`config.mk`:
```
export PLATFORM = sky130hd
export DESIGN_NAME = key_word_sub_unit
export DESIGN_NICKNAME = d
export VERILOG_FILES = /design/src/rtl/key_word_sub_unit.sv
export SDC_FILE = /design/constraint.sdc
export NUM_CORES = 1
export LEC_CHECK = 0
export ABC_AREA = 1
export BUFFER_PORTS_ARGS = -buffer_cell sky130_fd_sc_hd__buf_4
export CAP_MARGIN = 20
export CORE_ASPECT_RATIO = 1.1
export CORE_MARGIN = 5
export CORE_UTILIZATION = 45
export CTS_BUF_LIST = sky130_fd_sc_hd__clkbuf_4
export DETAILED_ROUTE_END_ITERATION = 12
export MAX_ROUTING_LAYER = met4
export PLACE_DENSITY = 0.59
export SLEW_MARGIN = 20
export SYNTH_ARGS = -nofsm -noshare
export SYNTH_HDL_FRONTEND = slang
export SYNTH_SLANG_ARGS = --single-unit
```
`constraint.sdc`:
```
create_clock -name clk_in -period 10.9 [get_ports clk_in]
set_input_delay 2.18 -clock clk_in [delete_from_list [all_inputs] [get_ports clk_in]]
set_output_delay 2.18 -clock clk_in [all_outputs]
set_load 0.05 [all_outputs]
```
`src/rtl/key_word_sub_unit.sv`:
```
// key_word_sub_unit: AES key-schedule word transform (optional RotWord, SubWord, Rcon XOR)
// with ready/valid handshakes on both sides and LANES S-box lookups per cycle.
// Build option: define KWS_AUTO_RCON_EN to use the internal Rcon sequence instead of rcon_in.
// The per-lane ROM contents are derived from the S-box arithmetic (GF(2^8) inverse plus affine
// map), so no image file has to be shipped; INIT_FILE is kept so existing instantiations still fit.
//
// state | meaning
// IDLE  | ready_out=1, waiting for a word
// ISSUE | present ROM addresses for batch k, one batch per cycle
// DRAIN | wait for the last batch's ROM data to land in its byte slots
// DONE  | result_out valid, held until ready_in
module key_word_sub_unit #(
    parameter int    WORD_BYTES = 4,
    parameter int    LANES      = 1,
    parameter string INIT_FILE  = "byte_sub_table.mem"
) (
    input  logic                    clk_in,
    input  logic                    rst_n_in,
    input  logic                    valid_in,
    output logic                    ready_out,
    input  logic [WORD_BYTES*8-1:0] word_in,
    input  logic                    rot_en_in,
    input  logic [7:0]              rcon_in,
    input  logic                    rcon_restart_in,
    output logic [WORD_BYTES*8-1:0] result_out,
    output logic                    valid_out,
    input  logic                    ready_in
);

    localparam int W  = WORD_BYTES * 8;
    localparam int B  = WORD_BYTES / LANES;
    localparam int BW = (B > 1) ? $clog2(B) : 1;
    localparam logic [BW-1:0] LAST_BATCH = BW'(B - 1);

    if (WORD_BYTES % LANES != 0) begin : g_lanes_check
        $error("key_word_sub_unit: LANES must divide WORD_BYTES");
    end
    if (INIT_FILE == "") begin : g_image_check
        $error("key_word_sub_unit: INIT_FILE must name the S-box image");
    end

    typedef enum logic [1:0] {IDLE, ISSUE, DRAIN, DONE} state_t;

    function automatic logic [7:0] xtime(input logic [7:0] a);
        return {a[6:0], 1'b0} ^ (a[7] ? 8'h1b : 8'h00);
    endfunction

    function automatic logic [7:0] gf_mul(input logic [7:0] a, input logic [7:0] b);
        logic [7:0] p;
        logic [7:0] x;
        p = 8'h00;
        x = a;
        for (int i = 0; i < 8; i++) begin
            if (b[i]) p = p ^ x;
            x = xtime(x);
        end
        return p;
    endfunction

    // Inverse is a^254 (0 maps to 0), followed by the AES affine transform.
    function automatic logic [7:0] sbox(input logic [7:0] a);
        logic [7:0] sq;
        logic [7:0] inv;
        sq  = a;
        inv = 8'h01;
        for (int i = 1; i < 8; i++) begin
            sq  = gf_mul(sq, sq);
            inv = gf_mul(inv, sq);
        end
        return inv ^ {inv[6:0], inv[7]} ^ {inv[5:0], inv[7:6]} ^
               {inv[4:0], inv[7:5]} ^ {inv[3:0], inv[7:4]} ^ 8'h63;
    endfunction

    state_t        state;
    logic [BW-1:0] batch;
    logic [W-1:0]  word_q;
    logic [W-1:0]  sub_q;
    logic [7:0]    rcon_q;
    logic [7:0]    rcon_sel;
    logic          tag1_vld;
    logic          tag2_vld;
    logic [BW-1:0] tag1_idx;
    logic [BW-1:0] tag2_idx;
    logic [7:0]    rom_addr [LANES];
    logic [7:0]    rom_data [LANES];
    logic          accept;
    logic [W-1:0]  rot_word;

    assign accept   = valid_in && ready_out;
    assign rot_word = rot_en_in ? {word_in[W-9:0], word_in[W-1:W-8]} : word_in;

`ifdef KWS_AUTO_RCON_EN
    logic [7:0] rcon_auto;
    logic [7:0] unused_rcon_in;

    assign unused_rcon_in = rcon_in;
    // Non-rotated steps carry no round constant.
    assign rcon_sel = rot_en_in ? rcon_auto : 8'h00;

    // Internal Rcon sequence: restart wins; otherwise advance after each rotated accept.
    always_ff @(posedge clk_in or negedge rst_n_in) begin
        if (!rst_n_in) begin
            rcon_auto <= 8'h01;
        end else if (rcon_restart_in) begin
            rcon_auto <= 8'h01;
        end else if (accept && rot_en_in) begin
            rcon_auto <= xtime(rcon_auto);
        end
    end
`else
    logic unused_restart;

    assign unused_restart = rcon_restart_in;
    assign rcon_sel       = rcon_in;
`endif

    // Control FSM with registered handshake and result outputs.
    always_ff @(posedge clk_in or negedge rst_n_in) begin
        if (!rst_n_in) begin
            state      <= IDLE;
            ready_out  <= 1'b1;
            valid_out  <= 1'b0;
            result_out <= '0;
            batch      <= '0;
            word_q     <= '0;
            rcon_q     <= 8'h00;
        end else begin
            case (state)
                IDLE: begin
                    if (accept) begin
                        word_q    <= rot_word;
                        rcon_q    <= rcon_sel;
                        batch     <= '0;
                        ready_out <= 1'b0;
                        state     <= ISSUE;
                    end
                end
                ISSUE: begin
                    if (batch == LAST_BATCH) begin
                        state <= DRAIN;
                    end else begin
                        batch <= batch + BW'(1);
                    end
                end
                DRAIN: begin
                    if (!tag1_vld && !tag2_vld) begin
                        result_out <= sub_q ^ {rcon_q, {(W-8){1'b0}}};
                        valid_out  <= 1'b1;
                        state      <= DONE;
                    end
                end
                DONE: begin
                    if (ready_in) begin
                        valid_out <= 1'b0;
                        ready_out <= 1'b1;
                        state     <= IDLE;
                    end
                end
                default: begin
                    state <= IDLE;
                end
            endcase
        end
    end

    // Two-deep batch-index pipeline tracking the ROM latency; writes returning bytes into their slots.
    always_ff @(posedge clk_in or negedge rst_n_in) begin
        if (!rst_n_in) begin
            tag1_vld <= 1'b0;
            tag2_vld <= 1'b0;
            tag1_idx <= '0;
            tag2_idx <= '0;
            sub_q    <= '0;
        end else begin
            tag1_vld <= (state == ISSUE);
            tag1_idx <= batch;
            tag2_vld <= tag1_vld;
            tag2_idx <= tag1_idx;
            if (tag2_vld) begin
                for (int l = 0; l < LANES; l++) begin
                    sub_q[(int'(tag2_idx) * LANES + l) * 8 +: 8] <= rom_data[l];
                end
            end
        end
    end

    for (genvar l = 0; l < LANES; l++) begin : g_lane
        // Per-lane S-box ROM: registered address, registered data.
        always_ff @(posedge clk_in or negedge rst_n_in) begin
            if (!rst_n_in) begin
                rom_addr[l] <= 8'h00;
                rom_data[l] <= 8'h00;
            end else begin
                if (state == ISSUE) begin
                    rom_addr[l] <= word_q[(int'(batch) * LANES + l) * 8 +: 8];
                end
                rom_data[l] <= sbox(rom_addr[l]);
            end
        end
    end

endmodule

```
==> impl_metrics.tcl, run 1 <==
set metrics [dict create \
    route.vias.total 33200 \
    port_buffers 78 \
    design.final.nets 5719 \
    share_of_synthesized_cell_area_in_and_or_nand_and_nor_gates 0.607 \
    grt_first_pass_wirelength_um 140000 \
    cts_tree "yes" \
    dominantRegCellSynth "sky130_fd_sc_hd__dfrtp_1" \
    cpPeakStageDelay_ns 0.45 \
    post_synth_xor_area_fraction 0.0706 \
    grtUsageMet2 0.468 \
    synth_mux_area_frac 0 \
    use_met3 0.0135 \
    fin_ws_ns -0.187 \
    async_flop_share 1.00 \
    design.die.area_sq_mm 0.0619 \
    slew_limit_headroom 0.316 \
    final-seq-area_sq_mm 0.00331 \
    clock_path_buffers 2 \
    clkSlewWorstSetupHoldPaths_ns 0.14 \
    grt_overflow_total 0 \
    grt.busiest_layer "met2" \
    yosys_warnings 0 \
    final_layout_size_suffix_gt1_frac 0.370 \
    number_of_clock_buffers_inserted_by_tritoncts 17 \
    synth_area_leader_cell "sky130_fd_sc_hd__nand2_1" \
    finalSetupTns_ns -0.959 \
    fp.dieW_um 238 \
    timing.critical_path.from_type "register" \
    pin_count_of_the_biggest_net_entering_global_routing 85 \
    routed_wirelength_um 89400 \
    synth-compound-area-share 0.0574 \
    global_route.usage.met1 0.352 \
    slew_viol_final 0 \
    synthCells 4843 \
    grt_setup_unrepaired "true" \
    post_syn_area_sq_mm 0.0256 \
    run_status "finished with violations" \
    timing.final.crit_period_ns 11.09 \
    synth_top_cell_area_share 0.307 \
    synth_top_family_by_area "simple AND/OR/NAND/NOR gates" \
    worst-endpoint-arrival_ns 11.53 \
    setup_viol 8 \
    antenna_found_initial 1 \
    post_drt_via_cell_ratio 5.17 \
    failed_checks "negative setup slack" \
    achievable-frequency_mhz 90.2 \
    synth_sequential_area_ratio 0.129 \
    postRouteAntennaNets 0 \
    finalClockSkew_ns 0.0321 \
    initialDrtViolationCount 2156 \
    worstSetupPathType "reg2reg" \
    initial_core_util 0.456 \
    flow.area_growth_from_synthesis_pct 44.8 \
    vias_in_the_first_global_route 29700 \
    mean_instance_size_in_the_synthesized_netlist_sq_um 5.29 \
    finalWeightedCongestion 0.971 \
    final.period_utilization 1.02 \
    synth_seq_cells 132 \
    route.detailed.wl_per_inst_um 13.9 \
    max_slew.worst_pin.slew_ns 1.02 \
    cts_hold_buffers 0 \
    layout.filler_cells 5341 \
    core_area_sq_mm 0.0562 \
    worstSkewPairLatency_ns 0.54 \
    syn-num-nets 4907 \
    clock_sink_count 132 \
    drt_pass1_iterations 6 \
    die-height_um 260 \
    finalHoldViolations 0 \
    endpoint_kind "register" \
    min_path_type "reg2reg" \
    most_common_cell_after_layout_fill_and_taps_aside "sky130_fd_sc_hd__nand2_1" \
    netlist_top_cells_area "sky130_fd_sc_hd__nand2_1, sky130_fd_sc_hd__nand3_1, sky130_fd_sc_hd__dfrtp_1" \
    route.detailed.drc 0 \
    multi_input_area_sq_mm 0.0228 \
    crit_required_ns 11.34 \
    critPathSlowestCell "sky130_fd_sc_hd__dfrtp_1" \
    htree_levels 4 \
    ios 80 \
    globalRouteTotalUtil 0.271 \
    cp_common_cell "sky130_fd_sc_hd__nand2_1" \
    row_count 91 \
    maxCapViolCount 0 \
    layout.cells.most_common_list "sky130_fd_sc_hd__nand2_1, sky130_fd_sc_hd__buf_4, sky130_fd_sc_hd__nand3_1, sky130_fd_sc_hd__nand2_2, sky130_fd_sc_hd__inv_1" \
    synth_adder_area_share 0.00878 \
    place.detailed.hpwl_um 67500 \
    root_buffer_cell "sky130_fd_sc_hd__clkbuf_4" \
    synth_enable_flop_cells 0 \
    worstPathMaxFanout 8 \
    synth.distinct_cells 49 \
]
==> kinds of logic after synthesis <==
family	Yosys count
compound gates	255
simple gates	3518
buf+inv	728
xor+xnor	192
fa+ha+maj	18
flops	132
==> cell usage after synthesis, types with 2 or more instances <==
cell type                  count
sky130_fd_sc_hd__clkinv_1     15
sky130_fd_sc_hd__o211ai_1     33
sky130_fd_sc_hd__nand2_1    2094
sky130_fd_sc_hd__buf_8         5
sky130_fd_sc_hd__xor2_4        2
sky130_fd_sc_hd__xnor2_2       4
sky130_fd_sc_hd__nor2_1      242
sky130_fd_sc_hd__o21ai_0     117
sky130_fd_sc_hd__buf_6        34
sky130_fd_sc_hd__nand3_1     777
sky130_fd_sc_hd__xor2_1      116
sky130_fd_sc_hd__a21o_1        2
sky130_fd_sc_hd__inv_1       459
sky130_fd_sc_hd__nand4_1      65
sky130_fd_sc_hd__ha_1         18
sky130_fd_sc_hd__nand2_4      32
sky130_fd_sc_hd__buf_2        18
sky130_fd_sc_hd__clkbuf_1     29
sky130_fd_sc_hd__nor2_8        2
sky130_fd_sc_hd__o21ai_1      26
sky130_fd_sc_hd__inv_4         9
sky130_fd_sc_hd__nand3_2      31
sky130_fd_sc_hd__or2_1        14
sky130_fd_sc_hd__a31oi_1       8
sky130_fd_sc_hd__buf_4        42
sky130_fd_sc_hd__o22ai_1      28
sky130_fd_sc_hd__a21oi_1      21
sky130_fd_sc_hd__o21bai_1     13
sky130_fd_sc_hd__xnor2_1      62
sky130_fd_sc_hd__xor2_2        8
sky130_fd_sc_hd__buf_1         4
sky130_fd_sc_hd__nand2_2     189
sky130_fd_sc_hd__o21ai_2       3
sky130_fd_sc_hd__nor2_2       10
sky130_fd_sc_hd__dfrtp_1     131
sky130_fd_sc_hd__inv_2       111
sky130_fd_sc_hd__nand3b_1     56
sky130_fd_sc_hd__nor3_1        2
==> per-stage QoR <==
step / hold slack, ns / worst slack [ns] / util / instance area, sq um / cells
3_3_place_gp: 0.335 / -0.391 / 0.567 / 31900 / 6244
3_5_place_dp: 0.336 / -0.664 / 0.567 / 31900 / 6244
4_1_cts: 0.368 / 0.00120 / 0.597 / 33600 / 6325
2_1_floorplan: 0.331 / 0.00266 / - / 25700 / 4843
6_report: 0.359 / -0.187 / 0.660 / 37100 / 6413
5_1_grt: 0.360 / -1.09 / 0.660 / 37100 / 6413
==> what timing repair did <==
item,in CTS,in global routing
setup buffers,46,83
gates cloned,3,5
setup endpoints to repair,8,8
pin swaps,107,299
gates resized for setup,269,741
==> state kept, by name, indices dropped and copies added, names as in the netlist, 2 cells and up <==
register and flops:
rom_data 8, result_out 32, word_q 32, tag1_idx 2, batch 2, rom_addr 8
state 2, tag2_idx 2, sub_q 32, rcon_q 8
==> worst paths after layout <==
kind,startpoint,to,slack [ns],cells after the start
max in group asynchronous,rst_n_in,word_q[15],8.22,2
hold / removal,tag1_idx[0],tag2_idx[0],0.36,0
setup reg to reg,rom_addr[7],rom_data[0],-0.19,106
setup / recovery,rom_addr[7],rom_data[0],-0.19,106
hold reg to reg,tag1_idx[0],tag2_idx[0],0.36,0
min in group asynchronous,rst_n_in,word_q[30],1.55,1
==> routing by layer <==
metal / up-vias / wire (um) / share of wire
met4: 0 / 2370 / 0.027
met3: 175 / 4250 / 0.048
li1: 16900 / - / -
met5: - / 0 / 0
met2: 908 / 43500 / 0.49
met1: 15200 / 39200 / 0.44
==> worst max-delay path, delay by kind of cell (launching register included) <==
kind | cells | cell delay, ns
AND/OR/NAND/NOR | 77 | 6.77
buffers and inverters | 21 | 2.26
XOR/XNOR | 3 | 0.62
AO/OA/AOI/OAI | 4 | 0.58
flip-flops | 1 | 0.45
adder cells (fa/ha/maj) | 1 | 0.31
==> layout make-up <==
class                           instances  area share
Antenna cell                            1   0.0000674
Clock buffer                           17     0.00344
Clock inverter                         15     0.00468
Inverter                              596      0.0635
Multi-Input combinational cell       3988       0.613
Sequential cell                       132      0.0891
Tap cell                              744      0.0251
Timing Repair Buffer                  920       0.201
Power of run 1 is left out: the tool's default activity adds up to more than one toggle a clock period on the data nets, which glitch-free logic cannot reach.
==> inputs of run 2 (changes only) <==
--- a/config.mk
+++ b/config.mk
@@ -15,6 +15,7 @@
 export DETAILED_ROUTE_END_ITERATION = 12
 export MAX_ROUTING_LAYER = met4
 export PLACE_DENSITY = 0.59
+export RECOVER_POWER = 100
 export SLEW_MARGIN = 20
 export SYNTH_ARGS = -nofsm -noshare
 export SYNTH_HDL_FRONTEND = slang
==> run 2 against run 1 <==
Effect of this change:
- the run ends with max-capacitance violations, max-slew violations, negative setup slack left
- final area down 0.42%
- flip-flop and latch count unchanged
- routed wire length about the same
- die area unchanged
- cell count did not move
- non-clock buffer count stayed put
- sequential share of layout area hardly changed
- register-to-register slack got worse by 0.03 ns
- hold slack gained 0.0015 ns
==> impl_metrics.tcl, run 2 (synthesis gave the netlist of run 1 again) <==
set metrics [dict create \
    htree_levels 4 \
    cpPeakStageDelay_ns 0.46 \
    max_slew.worst_pin.slew_ns 4.19 \
    grt_setup_unrepaired "true" \
    timing.final.crit_period_ns 11.12 \
    design.final.nets 5719 \
    grt_overflow_total 0 \
    failed_checks "max-capacitance violations, max-slew violations, negative setup slack" \
    clkSlewWorstSetupHoldPaths_ns 0.14 \
    cts_hold_buffers 0 \
    maxCapViolCount 4 \
    finalClockSkew_ns 0.0296 \
    core_area_sq_mm 0.0562 \
    worstSetupPathType "reg2reg" \
    antenna_found_initial 1 \
    number_of_clock_buffers_inserted_by_tritoncts 17 \
    grt_first_pass_wirelength_um 140000 \
    route.detailed.wl_per_inst_um 13.9 \
    worstPathMaxFanout 8 \
    crit_required_ns 11.34 \
    route.vias.total 33200 \
    fp.dieW_um 238 \
    setup_viol 8 \
    largest_registers "result_out: 32 flops, sub_q: 32 flops, word_q: 32 flops" \
    cts_tree "yes" \
    vias_in_the_first_global_route 29700 \
    achievable-frequency_mhz 89.9 \
    root_buffer_cell "sky130_fd_sc_hd__clkbuf_4" \
    final_layout_size_suffix_gt1_frac 0.363 \
    layout.cells.most_common_list "sky130_fd_sc_hd__nand2_1, sky130_fd_sc_hd__buf_4, sky130_fd_sc_hd__nand3_1, sky130_fd_sc_hd__nand2_2, sky130_fd_sc_hd__inv_1" \
    clock_path_buffers 2 \
    worstSkewPairLatency_ns 0.54 \
    min_path_type "reg2reg" \
    fin_ws_ns -0.218 \
    initial_core_util 0.456 \
    cp_common_cell "sky130_fd_sc_hd__nand2_1" \
    port_buffers 78 \
    pin_count_of_the_biggest_net_entering_global_routing 85 \
    layout.filler_cells 5381 \
    slew_viol_final 249 \
    flow.area_growth_from_synthesis_pct 44.2 \
    detailedPlace.worstSlack_ns -0.664 \
    finalWeightedCongestion 0.971 \
    final.period_utilization 1.02 \
    critPathSlowestCell "sky130_fd_sc_hd__dfrtp_1" \
    design.die.area_sq_mm 0.0619 \
    hold_path.startpoint "tag1_idx[0]" \
    timing.critical_path.from_type "register" \
    die-height_um 260 \
    place.detailed.hpwl_um 67500 \
    post_drt_via_cell_ratio 5.18 \
    timing.reg2reg.worst_path_depth 106 \
    critPathBufInv 21 \
    worstSetupStartpoint "rom_addr[7]" \
    drt_pass1_iterations 6 \
    endpoint_kind "register" \
    routed_wirelength_um 89400 \
    route.detailed.drc 0 \
    postRouteAntennaNets 0 \
    worst-endpoint-arrival_ns 11.56 \
    critical_path_depth 106 \
    run_status "finished with violations" \
    timing.rr.start "rom_addr[7]" \
    slew_limit_headroom -1.79 \
    clock_sink_count 132 \
    initialDrtViolationCount 2239 \
    most_common_cell_after_layout_fill_and_taps_aside "sky130_fd_sc_hd__nand2_1" \
    finalHoldViolations 0 \
    row_count 91 \
    ios 80 \
    hold_path_depth 0 \
    worst_path_dominant_cell_family "simple AND/OR/NAND/NOR gates" \
    globalRouteTotalUtil 0.271 \
]
-- run 2: repair_timing --
item / 4_1_cts / 5_1_grt
buffers inserted: 46 / 83
setup endpoints to repair: 8 / 8
gates resized for setup: 269 / 741
gates cloned: 3 / 5
pin swaps: 107 / 299
-- run 2: path summary, 6_finish.rpt --
| kind | slack (ns) | endpoint |
|---|---|---|
| setup / recovery | -0.22 | rom_data[0] |
| hold / removal | 0.36 | tag2_idx[0] |
| setup reg to reg | -0.22 | rom_data[0] |
| hold reg to reg | 0.36 | tag2_idx[0] |
| max in group asynchronous | 3.41 | word_q[15] |
| min in group asynchronous | 2.44 | word_q[29] |
-- run 2: layer usage --
metal,part of all wire,track usage,vias to the layer above
li1,-,-,16900
met1,0.44,0.352,15200
met2,0.49,0.468,906
met3,0.046,0.0135,181
met4,0.027,0.0678,0
met5,0,-,-
-- run 2: stage by stage --
stage / util / hold slack (ns) / area (sq um) / TNS (ns) / std cells
floorplan: - / 0.331 / 25700 / 0 / 4843
global placement: 0.567 / 0.335 / 31900 / -2.76 / 6244
CTS: 0.597 / 0.368 / 33600 / 0 / 6325
global route: 0.657 / 0.360 / 37000 / -8.36 / 6413
finish: 0.657 / 0.360 / 37000 / -1.15 / 6413
detailed placement: 0.567 / 0.336 / 31900 / -4.75 / 6244
-- run 2: layout make-up --
cell class / instances / area (sq um) / area share
Multi-Input combinational cell: 3988 / 22700 / 0.615
Tap cell: 744 / 931 / 0.0252
Clock buffer: 17 / 128 / 0.00345
Sequential cell: 132 / 3310 / 0.0894
Clock inverter: 15 / 174 / 0.00470
Antenna cell: 1 / 2.50 / 0.0000677
Inverter: 596 / 2360 / 0.0638
Timing Repair Buffer: 920 / 7330 / 0.198
-- run 2: worst register-to-register path, delay by kind of cell (launching register included) --
kind | cells | cell delay, ns
DFF | 1 | 0.46
xor gates and xnor gates | 3 | 0.63
buffers and inverters | 21 | 2.29
and+or+nand+nor | 77 | 6.82
AOI/OAI and AO/OA | 4 | 0.58
adders and majority gates | 1 | 0.31
Power of run 2 is left out for the same reason.
